<file path="config.mk">
export PLATFORM = sky130hd
export DESIGN_NAME = priority_resolver_rot
export DESIGN_NICKNAME = d
export VERILOG_FILES = /design/src/rtl/pic_pkg.sv /design/src/rtl/rot_prio_encoder.sv /design/src/rtl/priority_resolver_rot.sv
export SDC_FILE = /design/constraint.sdc
export NUM_CORES = 1
export LEC_CHECK = 0
export BUFFER_PORTS_ARGS = -buffer_cell sky130_fd_sc_hd__buf_2
export CAP_MARGIN = 20
export CORE_ASPECT_RATIO = 1.25
export CORE_MARGIN = 5
export CORE_UTILIZATION = 50
export CTS_CLUSTER_SIZE = 28
export DETAILED_ROUTE_END_ITERATION = 12
export GPL_TIMING_DRIVEN = 0
export PLACE_DENSITY_LB_ADDON = 0.08
export SLEW_MARGIN = 20
export SYNTH_ARGS = -nofsm -noshare
export SYNTH_HDL_FRONTEND = slang
export SYNTH_SLANG_ARGS = --single-unit
</file>
<file path="constraint.sdc">
create_clock -name clock -period 9.8 [get_ports clock]
set_clock_uncertainty 0.1 [all_clocks]
set_input_delay 1.96 -clock clock [delete_from_list [all_inputs] [get_ports clock]]
set_output_delay 1.96 -clock clock [all_outputs]
set_load 0.01 [all_outputs]
</file>
<file path="src/rtl/pic_pkg.sv">
// Shared types and helpers for the interrupt controller priority logic.
// Provides the resolver FSM state type and level-width/spurious helpers.
package pic_pkg;

    typedef enum logic [0:0] {
        IDLE = 1'b0,
        REQ  = 1'b1
    } pr_state_t;

    // Width of a level index for n interrupt levels (at least one bit).
    function automatic int level_w(input int n);
        return (n < 2) ? 1 : $clog2(n);
    endfunction

    // Level reported for a spurious acknowledge: the lowest fixed level.
    function automatic int spurious_level(input int n);
        return n - 1;
    endfunction

endpackage

</file>
<file path="src/rtl/rot_prio_encoder.sv">
// Rotating priority encoder: finds the first set bit of vec, scanning from
// (lowest_pri+1) mod NUM_IRQ upward with wrap. Ports: vec, lowest_pri in; found, level out.
module rot_prio_encoder
    import pic_pkg::*;
#(
    parameter int NUM_IRQ = 8,
    parameter int LEVEL_W = level_w(NUM_IRQ)
) (
    input  logic [NUM_IRQ-1:0] vec,
    input  logic [LEVEL_W-1:0] lowest_pri,
    output logic               found,
    output logic [LEVEL_W-1:0] level
);

    logic [LEVEL_W-1:0] idx;

    always_comb begin
        found = 1'b0;
        level = '0;
        idx   = '0;
        for (int i = 0; i < NUM_IRQ; i++) begin
            idx = LEVEL_W'((int'(lowest_pri) + 1 + i) % NUM_IRQ);
            if (!found && vec[idx]) begin
                found = 1'b1;
                level = idx;
            end
        end
    end

endmodule

</file>
<file path="src/rtl/priority_resolver_rot.sv">
// Rotating-priority resolver with in-service register, nesting, AEOI and EOI.
// Ports: clock/reset; irr, imr, mode bits, ack/eoi/set_prio commands in;
//        int_req, ack_valid, ack_level, ack_spurious, isr out.
module priority_resolver_rot
    import pic_pkg::*;
#(
    parameter int NUM_IRQ = 8,
    parameter int LEVEL_W = level_w(NUM_IRQ)
) (
    input  logic               clock,
    input  logic               reset,
    input  logic [NUM_IRQ-1:0] irr,
    input  logic [NUM_IRQ-1:0] imr,
    input  logic               rotate_mode,
    input  logic               special_mask,
    input  logic               aeoi,
    input  logic               ack,
    input  logic               eoi,
    input  logic               eoi_specific,
    input  logic [LEVEL_W-1:0] eoi_level,
    input  logic               set_prio,
    input  logic [LEVEL_W-1:0] prio_level,
    output logic               int_req,
    output logic               ack_valid,
    output logic [LEVEL_W-1:0] ack_level,
    output logic               ack_spurious,
    output logic [NUM_IRQ-1:0] isr
);

    localparam logic [LEVEL_W-1:0] SPUR = LEVEL_W'(spurious_level(NUM_IRQ));
    localparam logic [NUM_IRQ-1:0] ONE  = NUM_IRQ'(1);

    pr_state_t          state;
    pr_state_t          state_n;
    logic [LEVEL_W-1:0] lowest_pri;
    logic [LEVEL_W-1:0] lowest_pri_n;
    logic [NUM_IRQ-1:0] cand;
    logic [NUM_IRQ-1:0] ack_set;
    logic [NUM_IRQ-1:0] eoi_clr;
    logic [NUM_IRQ-1:0] isr_n;
    logic               win_found;
    logic [LEVEL_W-1:0] win_lvl;
    logic               isr_found;
    logic [LEVEL_W-1:0] isr_hi;
    logic               qual;
    logic               grant;

    // Position in the rotated order; 0 is the highest priority.
    function automatic int rank(input logic [LEVEL_W-1:0] l,
                                input logic [LEVEL_W-1:0] lp);
        return (int'(l) + NUM_IRQ - int'(lp) - 1) % NUM_IRQ;
    endfunction

    assign cand = irr & ~imr;

    rot_prio_encoder #(
        .NUM_IRQ    (NUM_IRQ),
        .LEVEL_W    (LEVEL_W)
    ) u_win_enc (
        .vec        (cand),
        .lowest_pri (lowest_pri),
        .found      (win_found),
        .level      (win_lvl)
    );

    rot_prio_encoder #(
        .NUM_IRQ    (NUM_IRQ),
        .LEVEL_W    (LEVEL_W)
    ) u_isr_enc (
        .vec        (isr),
        .lowest_pri (lowest_pri),
        .found      (isr_found),
        .level      (isr_hi)
    );

    // Special mask: only the winner's own ISR bit blocks it (it is unmasked,
    // so isr & ~imr agrees with isr there). Otherwise any in-service level of
    // equal or higher priority blocks it.
    always_comb begin
        qual = 1'b0;
        if (win_found) begin
            if (special_mask) begin
                qual = !isr[win_lvl];
            end else begin
                qual = !isr_found ||
                       (rank(win_lvl, lowest_pri) < rank(isr_hi, lowest_pri));
            end
        end
    end

    always_comb begin
        state_n = state;
        grant   = 1'b0;
        unique case (state)
            IDLE: begin
                if (!ack && qual) begin
                    state_n = REQ;
                end
            end
            REQ: begin
                if (ack) begin
                    state_n = IDLE;
                    grant   = qual;
                end else if (!qual) begin
                    state_n = IDLE;
                end
            end
            default: state_n = IDLE;
        endcase
    end

    always_comb begin
        ack_set      = '0;
        eoi_clr      = '0;
        lowest_pri_n = lowest_pri;
        if (grant && !aeoi) begin
            ack_set = ONE << win_lvl;
        end
        if (eoi) begin
            if (eoi_specific) begin
                if (int'(eoi_level) < NUM_IRQ) begin
                    eoi_clr = ONE << eoi_level;
                end
            end else if (isr_found) begin
                eoi_clr = ONE << isr_hi;
                if (rotate_mode) begin
                    lowest_pri_n = isr_hi;
                end
            end
        end
        if (grant && aeoi && rotate_mode) begin
            lowest_pri_n = win_lvl;
        end
        // Explicit priority set wins over any rotation this cycle.
        if (set_prio && (int'(prio_level) < NUM_IRQ)) begin
            lowest_pri_n = prio_level;
        end
        isr_n = (isr & ~eoi_clr) | ack_set;
    end

    always_ff @(posedge clock or posedge reset) begin
        if (reset) begin
            state        <= IDLE;
            int_req      <= 1'b0;
            ack_valid    <= 1'b0;
            ack_level    <= '0;
            ack_spurious <= 1'b0;
            isr          <= '0;
            lowest_pri   <= SPUR;
        end else begin
            state        <= state_n;
            int_req      <= (state_n == REQ);
            ack_valid    <= ack;
            ack_spurious <= ack && !grant;
            if (ack) begin
                ack_level <= grant ? win_lvl : SPUR;
            end
            isr          <= isr_n;
            lowest_pri   <= lowest_pri_n;
        end
    end

endmodule

</file>
==> impl_summary.md, run 1 <==
Detailed routing
The number of routed nets with antenna violations is 0. The total via count in the routed design is 3364. The average vias per placed instance is 6.51. In the final routed layout, each cell accounts on average for between 15 and 20 µm. The first TritonRoute pass finished after 5 iterations. The number of DRC markers in iteration 0 is about 250. The routed design has about 9800 µm of wire.

In the routed design, unresolved DRC markers number 0.

STA
The setup-violating endpoint count in the final report is 0. The number of max-slew violations in the final report is 0. The post-route fraction of the period consumed by the critical path is 77.5%. Setup repair after global routing left no endpoint under its margin. For the finished layout, the period the worst path requires is around 7.6 ns. The maximum frequency from static timing analysis is 132 MHz.

For the pin with the worst max-slew slack, the measured transition is 0.972 ns. The count of final hold-check violations came to 0. Headroom to the max-slew limit came out at 34.6%.

The total negative setup slack is 0 ns.

Setup path
The maximum fanout along the worst path is 9. The critical path endpoint category is a flop. The combined buffer and inverter count along the critical path is 2. Grouping stages by cell kind, the critical path spends the most delay in simple AND/OR/NAND/NOR gates. The critical path arrival is ~7.7 ns. For this design, the slowest cell found on the critical path is sky130_fd_sc_hd__nor4_1.

The critical path is of the primary input to flop type. STA puts the critical path data required time at 9.88 ns. Traced cell by cell, the critical path runs through buf_2 > and4b_1 > nor4_1 > o221ai_1 > nor4_1 > nand3_1 > and2_2 > ha_1 > fa_1 > a2111oi_0 > a21oi_1 > nor3b_1 > ha_1 > o21ai_0 > o31ai_1 > a31o_1 > buf_6 > or4_1 > a31oi_1. The largest incremental delay on the critical path is 0.82 ns.

The launching element type of the critical path is a primary input.

CTS
For this design, the CTS-stage hold fixing added 0 buffers. Gates resized during post-CTS repair numbered 0. The number of clock buffers inserted by TritonCTS is 3. The H-tree depth is 1. The clock-pin slew reported for the worst setup and hold paths after clock tree synthesis is ~0.070 ns. The longest clock path from root to sink contains 2 buffers. The master cell of the clock root buffer is sky130_fd_sc_hd__clkbuf_8.

The insertion delay to the later sink of the worst-skew pair is 0.25 ns. TritonCTS built the clock tree. The buffers inserted during post-CTS setup optimization is 0. The total clock sinks is 17.

Synthesis
The synthesized instance count is ~380. Yosys mapped a number of flops with a built-in enable equal to 0. After synthesis, flip-flops and latches occupy 13.0% of the total area. The synthesized area divided by synthesized cell count is a little under 9 µm². The post-synthesis instance area is 3310 µm².

The total of flip-flops plus latches after synthesis is 17. In the synthesized netlist the dominant register cell turns out to be sky130_fd_sc_hd__dfrtp_1. The number of distinct standard cells referenced by the synthesized netlist is 71. Counting flops with an async set or reset pin after synthesis yields a share of 100%. The net count after synthesis is 431. The Yosys step of the flow raised 0 warnings.

Run
The reported max-cap violation count is 0.

Global routing
Entering global routing, the biggest net connects 18 pins. The first-pass GRT wire length is 16000 µm. The aggregate global routing overflow is 0. The global routing usage summed across all routing layers is 24.4%. The via count of the first global-routing pass was approximately 3200. The number of antenna violations at the first check in global routing is 0.

Final layout
The area growth from synthesis to layout is 11.2%. The number of antenna diodes in the final layout is 0. For this run, the post-layout net count is 479. The ratio of cells with drive above 1 in the final layout is 23.3%. The top cell types in the final layout, fill and taps aside, are 47 x sky130_fd_sc_hd__buf_2, 37 x sky130_fd_sc_hd__nand2_1, 24 x sky130_fd_sc_hd__nor2_1, 24 x sky130_fd_sc_hd__o21ai_0, 18 x sky130_fd_sc_hd__mux2i_1.

The commonest non-fill, non-tap cell in the layout is sky130_fd_sc_hd__buf_2.

Floorplanning
Row generation in the floorplan step produced 33 rows. The effective utilization at floorplan is 50.8%. The core region is 6520 µm². The number of top-level pins is 45.

The floorplan step defined a die boundary enclosing 8360 µm². The overall die height is a little over 100 µm. The width of the die is 82.8 µm.

Outcome
The run finished with clean final reports.

Placed design
The HPWL after detailed placement is 7760 µm. The global placement routability congestion is 0.940. Buffers placed on the I/O ports in this run total 43.

Worst hold path
The worst hold path belongs to the class flop to flop.
## routing by layer
layer	routed length [µm]	share of wire [%]	global-route usage, %	vias to the layer above
li1	-	-	-	1590
met1	4190	43	32.0	1631
met2	5050	51	43.0	127
met3	444	4.5	1.70	16
met4	153	1.6	5.79	0
met5	0	0	0	-
## registers in the layout (all words and copies together), names as in the netlist
| name | flops |
|---|---|
| ack_level | 3 |
| ack_spurious | 1 |
| ack_valid | 1 |
| isr | 8 |
| lowest_pri | 3 |
| state | 1 |
## logic make-up after synthesis
logic type | synth area share, %
multiplexers | 21.1
buffers and inverters | 5.89
XOR/XNOR | 4.19
AO/OA/AOI/OAI | 22.7
AND/OR/NAND/NOR | 26.3
flip-flops | 13.0
adder cells (fa/ha/maj) | 6.88
## tightest hold or removal path: stages (launching register included)
cell                      delay [ns]
sky130_fd_sc_hd__dfrtp_1        0.34
sky130_fd_sc_hd__nor2_1         0.05
sky130_fd_sc_hd__a21oi_1        0.10
## Yosys cell counts (6+ instances only)
cell                       count  area share [%]
sky130_fd_sc_hd__nand2_1      37             4.2
sky130_fd_sc_hd__nor2_1       24             2.7
sky130_fd_sc_hd__o21ai_0      24             3.6
sky130_fd_sc_hd__mux2i_1      18             5.4
sky130_fd_sc_hd__nand2b_1     16             3.0
sky130_fd_sc_hd__ha_1         15             5.7
sky130_fd_sc_hd__inv_1        15             1.7
sky130_fd_sc_hd__mux4_2       15              10
sky130_fd_sc_hd__a21oi_1      14             2.1
sky130_fd_sc_hd__dfrtp_1      14              11
sky130_fd_sc_hd__nand3_1      14             2.1
sky130_fd_sc_hd__nor2b_1      11             2.1
sky130_fd_sc_hd__nor4_1       10             1.9
sky130_fd_sc_hd__mux2_2        9             3.1
sky130_fd_sc_hd__clkbuf_1      7            0.79
sky130_fd_sc_hd__nor4bb_1      7             2.1
sky130_fd_sc_hd__o221ai_1      7             1.9
sky130_fd_sc_hd__o31ai_1       7             1.6
sky130_fd_sc_hd__xnor2_1       7             1.9
sky130_fd_sc_hd__a31oi_1       6             1.1
sky130_fd_sc_hd__buf_6         6             2.0
## final timing paths
| kind | slack (ns) | depth (start not counted) | start | to |
|---|---|---|---|---|
| max | 2.20 | 19 | imr[1] | lowest_pri[0] |
| max in group asynchronous | 7.47 | 2 | reset | state |
| min in group asynchronous | 1.69 | 2 | reset | isr[4] |
| min reg2reg | 0.44 | 2 | ack_level[0] | ack_level[0] |
| min | 0.44 | 2 | ack_level[0] | ack_level[0] |
| max reg2reg | 2.21 | 27 | lowest_pri[0] | lowest_pri[0] |
## stage by stage
stage	hold slack (ns)	instance area [µm²]	setup WS, ns	cells	utilization [%]
after floorplan	0.463	3310	3.02	383	-
after global placement	0.409	3640	2.05	513	55.7
after detailed placement	0.424	3640	1.99	513	55.7
after CTS	0.439	3680	2.21	517	56.4
after global routing	0.481	3680	1.77	517	56.4
final	0.437	3680	2.20	517	56.4
## final cells by class
type | count | area, µm²
flip-flops and latches | 17 | 429
fillers | 661 | 2840
inverters | 19 | 73.8
clock buffers | 3 | 41.3
multi-input cells | 328 | 2690
clock inverters | 1 | 5.00
repair buffers | 43 | 215
well taps | 87 | 109
plain buffers | 19 | 121
Power of run 1 is left out: the tool's default activity adds up to more than one toggle a clock period on the data nets, which glitch-free logic cannot reach.
==> inputs of run 2 (changes only) <==
Clock period 9.8 ns to 7.25 ns, I/O delays scaled along.
==> run 2 against run 1 <==
Effect of this change: first-iteration DRC count shrank 18%; register-to-register slack got worse by 1.8 ns; sequential share of layout area fell by 0.15 points; hold slack improved by 0.00087 ns; via count rose by 0.33%; non-clock buffer count down 1.
==> impl_summary.md, run 2 (same netlist as run 1, synthesis figures left out) <==
Detailed routing
The number of search-and-repair iterations in the first detailed-routing pass is 5 (unchanged). The number of DRC markers in iteration 0 is 209 (-18%). The detail-routed net length per standard cell is 19.3 µm (+1.2%). The wire length after detailed routing is 9940 µm (+1.0%).

The remaining design rule violation count is 0 (unchanged). The average vias per placed instance came to 6.54 (+0.52%). The total via count in the routed design was 3375 (+0.33%). The number of routed nets with antenna violations is 0 (unchanged).

Final layout
The top cell types in the final layout, fill and taps aside, are 47 x sky130_fd_sc_hd__buf_2, 37 x sky130_fd_sc_hd__nand2_1, 24 x sky130_fd_sc_hd__nor2_1, 24 x sky130_fd_sc_hd__o21ai_0, 17 x sky130_fd_sc_hd__mux2i_1. The net count of the finished layout was 478 (-0.21%). The ratio of cells with drive above 1 in the final layout is 24.9% (+1.7 points). Leaving out fill and tap cells, the most frequent cell in the layout is sky130_fd_sc_hd__buf_2. The area growth from synthesis to layout is 12.6%. More flip-flops sit in one register than any other, and that register is isr. The utilization of the core after routing is 57.2% (+0.73 points). In the final layout, the registers with the most flip-flops are isr (8), ack_level (3), lowest_pri (3). The flip-flop count of the largest register after layout is 8 (unchanged). The number of fill cells in the layout is 667 (+0.91%). The antenna diode instance count is 0 (unchanged).

CTS
The H-tree depth is 1 (unchanged). The clock tree from TritonCTS is yes. The master cell of the clock root buffer is sky130_fd_sc_hd__clkbuf_8. The clock-pin slew reported for the worst setup and hold paths after clock tree synthesis was 0.07 ns (about the same). The number of clock buffers inserted by TritonCTS is 3 (unchanged). The deepest clock path buffer count is 2 (unchanged). The count of hold buffers inserted by post-cts repair is 0 (unchanged).

The buffers inserted during post-CTS setup optimization is 0 (unchanged). The insertion delay to the later sink of the worst-skew pair is 0.25 ns (about the same). The total clock sinks is 17 (unchanged).

Global routing
The first-pass GRT wire length is 16000 µm (about the same). The number of antenna violations at the first check in global routing was 0 (unchanged). The met2 capacity usage during global routing was 43.1% (+0.12 points). met2 is the most crowded layer. The via count of the first global-routing pass is 3250 (+0.37%). The met3 capacity usage during global routing is 1.70% (unchanged). The global routing usage summed across all routing layers is 24.4% (unchanged). The aggregate global routing overflow is 0 (unchanged). The largest net degree at the start of global routing is 20 (+2).

The met1 layer usage reported by global route is 31.9% (-0.11 points).

STA
The worst-margin pin slew is 0.844 ns (-0.128 ns). The maximum frequency from static timing analysis is about 150 MHz. The relative slew slack is 42.9% (+8.3 points).

The shortest period the worst path allows is 6.87 ns. Dividing the final minimum period by the clock period gives 94.7%. The number of max-slew violations in the final report is 0 (unchanged). The setup-violating endpoint count in the final report is 0 (unchanged). Setup repair after global routing left no endpoint under its margin. The count of final hold-check violations was 0 (unchanged).

Floorplanning
The number of top-level pins is 45 (unchanged). The width of the die was 82.8 µm (unchanged). The die area is 8360 µm² (unchanged). The effective utilization at floorplan is 50.8% (unchanged). The standard-cell row count is 33 (unchanged). The placeable core region is 6520 µm² (unchanged).

The overall die height is 101 µm (unchanged).

Setup path
The launching element type of the critical path is a flop. The start-to-end type of the worst setup path is flop to flop. The required time at the worst-slack endpoint is 7.33 ns (-2.55 ns). The reg2reg setup slack is 0.38 ns (-1.83 ns). The worst setup path is captured at a flop. The maximum fanout along the worst path is 19 (+10). The critical path arrival is 6.95 ns (-0.73 ns).

Placed design
The post-DP HPWL is 7760 µm (unchanged). The global placement routability congestion came to 0.940 (unchanged). The number of port buffers is 43 (unchanged).

Run
The reported max-cap violation count is 0 (unchanged).

Worst hold path
The tightest min-delay check is of the flop to flop type.

Outcome
The run finished with clean final reports.
-- run 2: final timing paths --
kind | from | to | cells after the start
setup reg to reg | lowest_pri[0] | lowest_pri[0] | 23
hold / removal | ack_level[0] | ack_level[0] | 2
min in group asynchronous | reset | ack_valid | 2
max in group asynchronous | reset | ack_level[1] | 2
setup / recovery | lowest_pri[0] | lowest_pri[0] | 23
hold reg to reg | ack_level[0] | ack_level[0] | 2
-- run 2: layer usage --
metal,vias to the layer above,share of wire [%],routed length [µm]
met4,0,1.6,161
met3,17,4.2,413
met1,1650,43,4260
li1,1589,-,-
met5,-,0,0
met2,119,51,5110
-- run 2: worst max-delay path, stage by stage, from the launching register on --
cell                        delay, ns
sky130_fd_sc_hd__dfstp_2         0.64
sky130_fd_sc_hd__inv_2           0.12
sky130_fd_sc_hd__buf_6           0.17
sky130_fd_sc_hd__ha_1            0.41
sky130_fd_sc_hd__buf_6           0.19
sky130_fd_sc_hd__buf_6           0.17
sky130_fd_sc_hd__and4b_1         0.23
sky130_fd_sc_hd__nor4_2          0.42
sky130_fd_sc_hd__o221ai_1        0.28
sky130_fd_sc_hd__nor4_2          0.37
sky130_fd_sc_hd__nand3_1         0.27
sky130_fd_sc_hd__and2_2          0.33
sky130_fd_sc_hd__ha_1            0.22
sky130_fd_sc_hd__fa_1            0.46
sky130_fd_sc_hd__a2111oi_1       0.40
sky130_fd_sc_hd__a21oi_1         0.09
sky130_fd_sc_hd__nor3b_1         0.23
sky130_fd_sc_hd__ha_1            0.27
sky130_fd_sc_hd__o21ai_0         0.28
sky130_fd_sc_hd__o31ai_1         0.13
sky130_fd_sc_hd__a31o_1          0.21
sky130_fd_sc_hd__buf_6           0.13
sky130_fd_sc_hd__or4_1           0.49
sky130_fd_sc_hd__a31oi_1         0.17
-- run 2: repair_timing --
action,CTS,global route
endpoints found under the setup margin,15,15
pin swaps,0,0
gates resized for setup,1,8
-- run 2: layout make-up --
class                           count  area [µm²]  share of cell area, %
Multi-Input combinational cell    328        2740                   73.4
Sequential cell                    17         429                   11.5
Timing Repair Buffer               43         215                   5.77
Buffer                             18         118                   3.15
Tap cell                           87         109                   2.92
Inverter                           19        73.8                   1.98
Clock buffer                        3        41.3                   1.11
Clock inverter                      1        5.00                  0.134
-- run 2: per-stage QoR --
step	cells	TNS, ns	hold WS (ns)	instance area (µm²)	worst slack, ns
after global routing	516	0	0.481	3730	0.00129
after floorplan	383	0	0.463	3310	0.895
after global placement	513	-0.928	0.409	3640	-0.250
after CTS	516	0	0.439	3680	0.0787
final	516	0	0.437	3730	0.382
after detailed placement	513	-1.26	0.424	3640	-0.285
Power of run 2 is left out for the same reason.
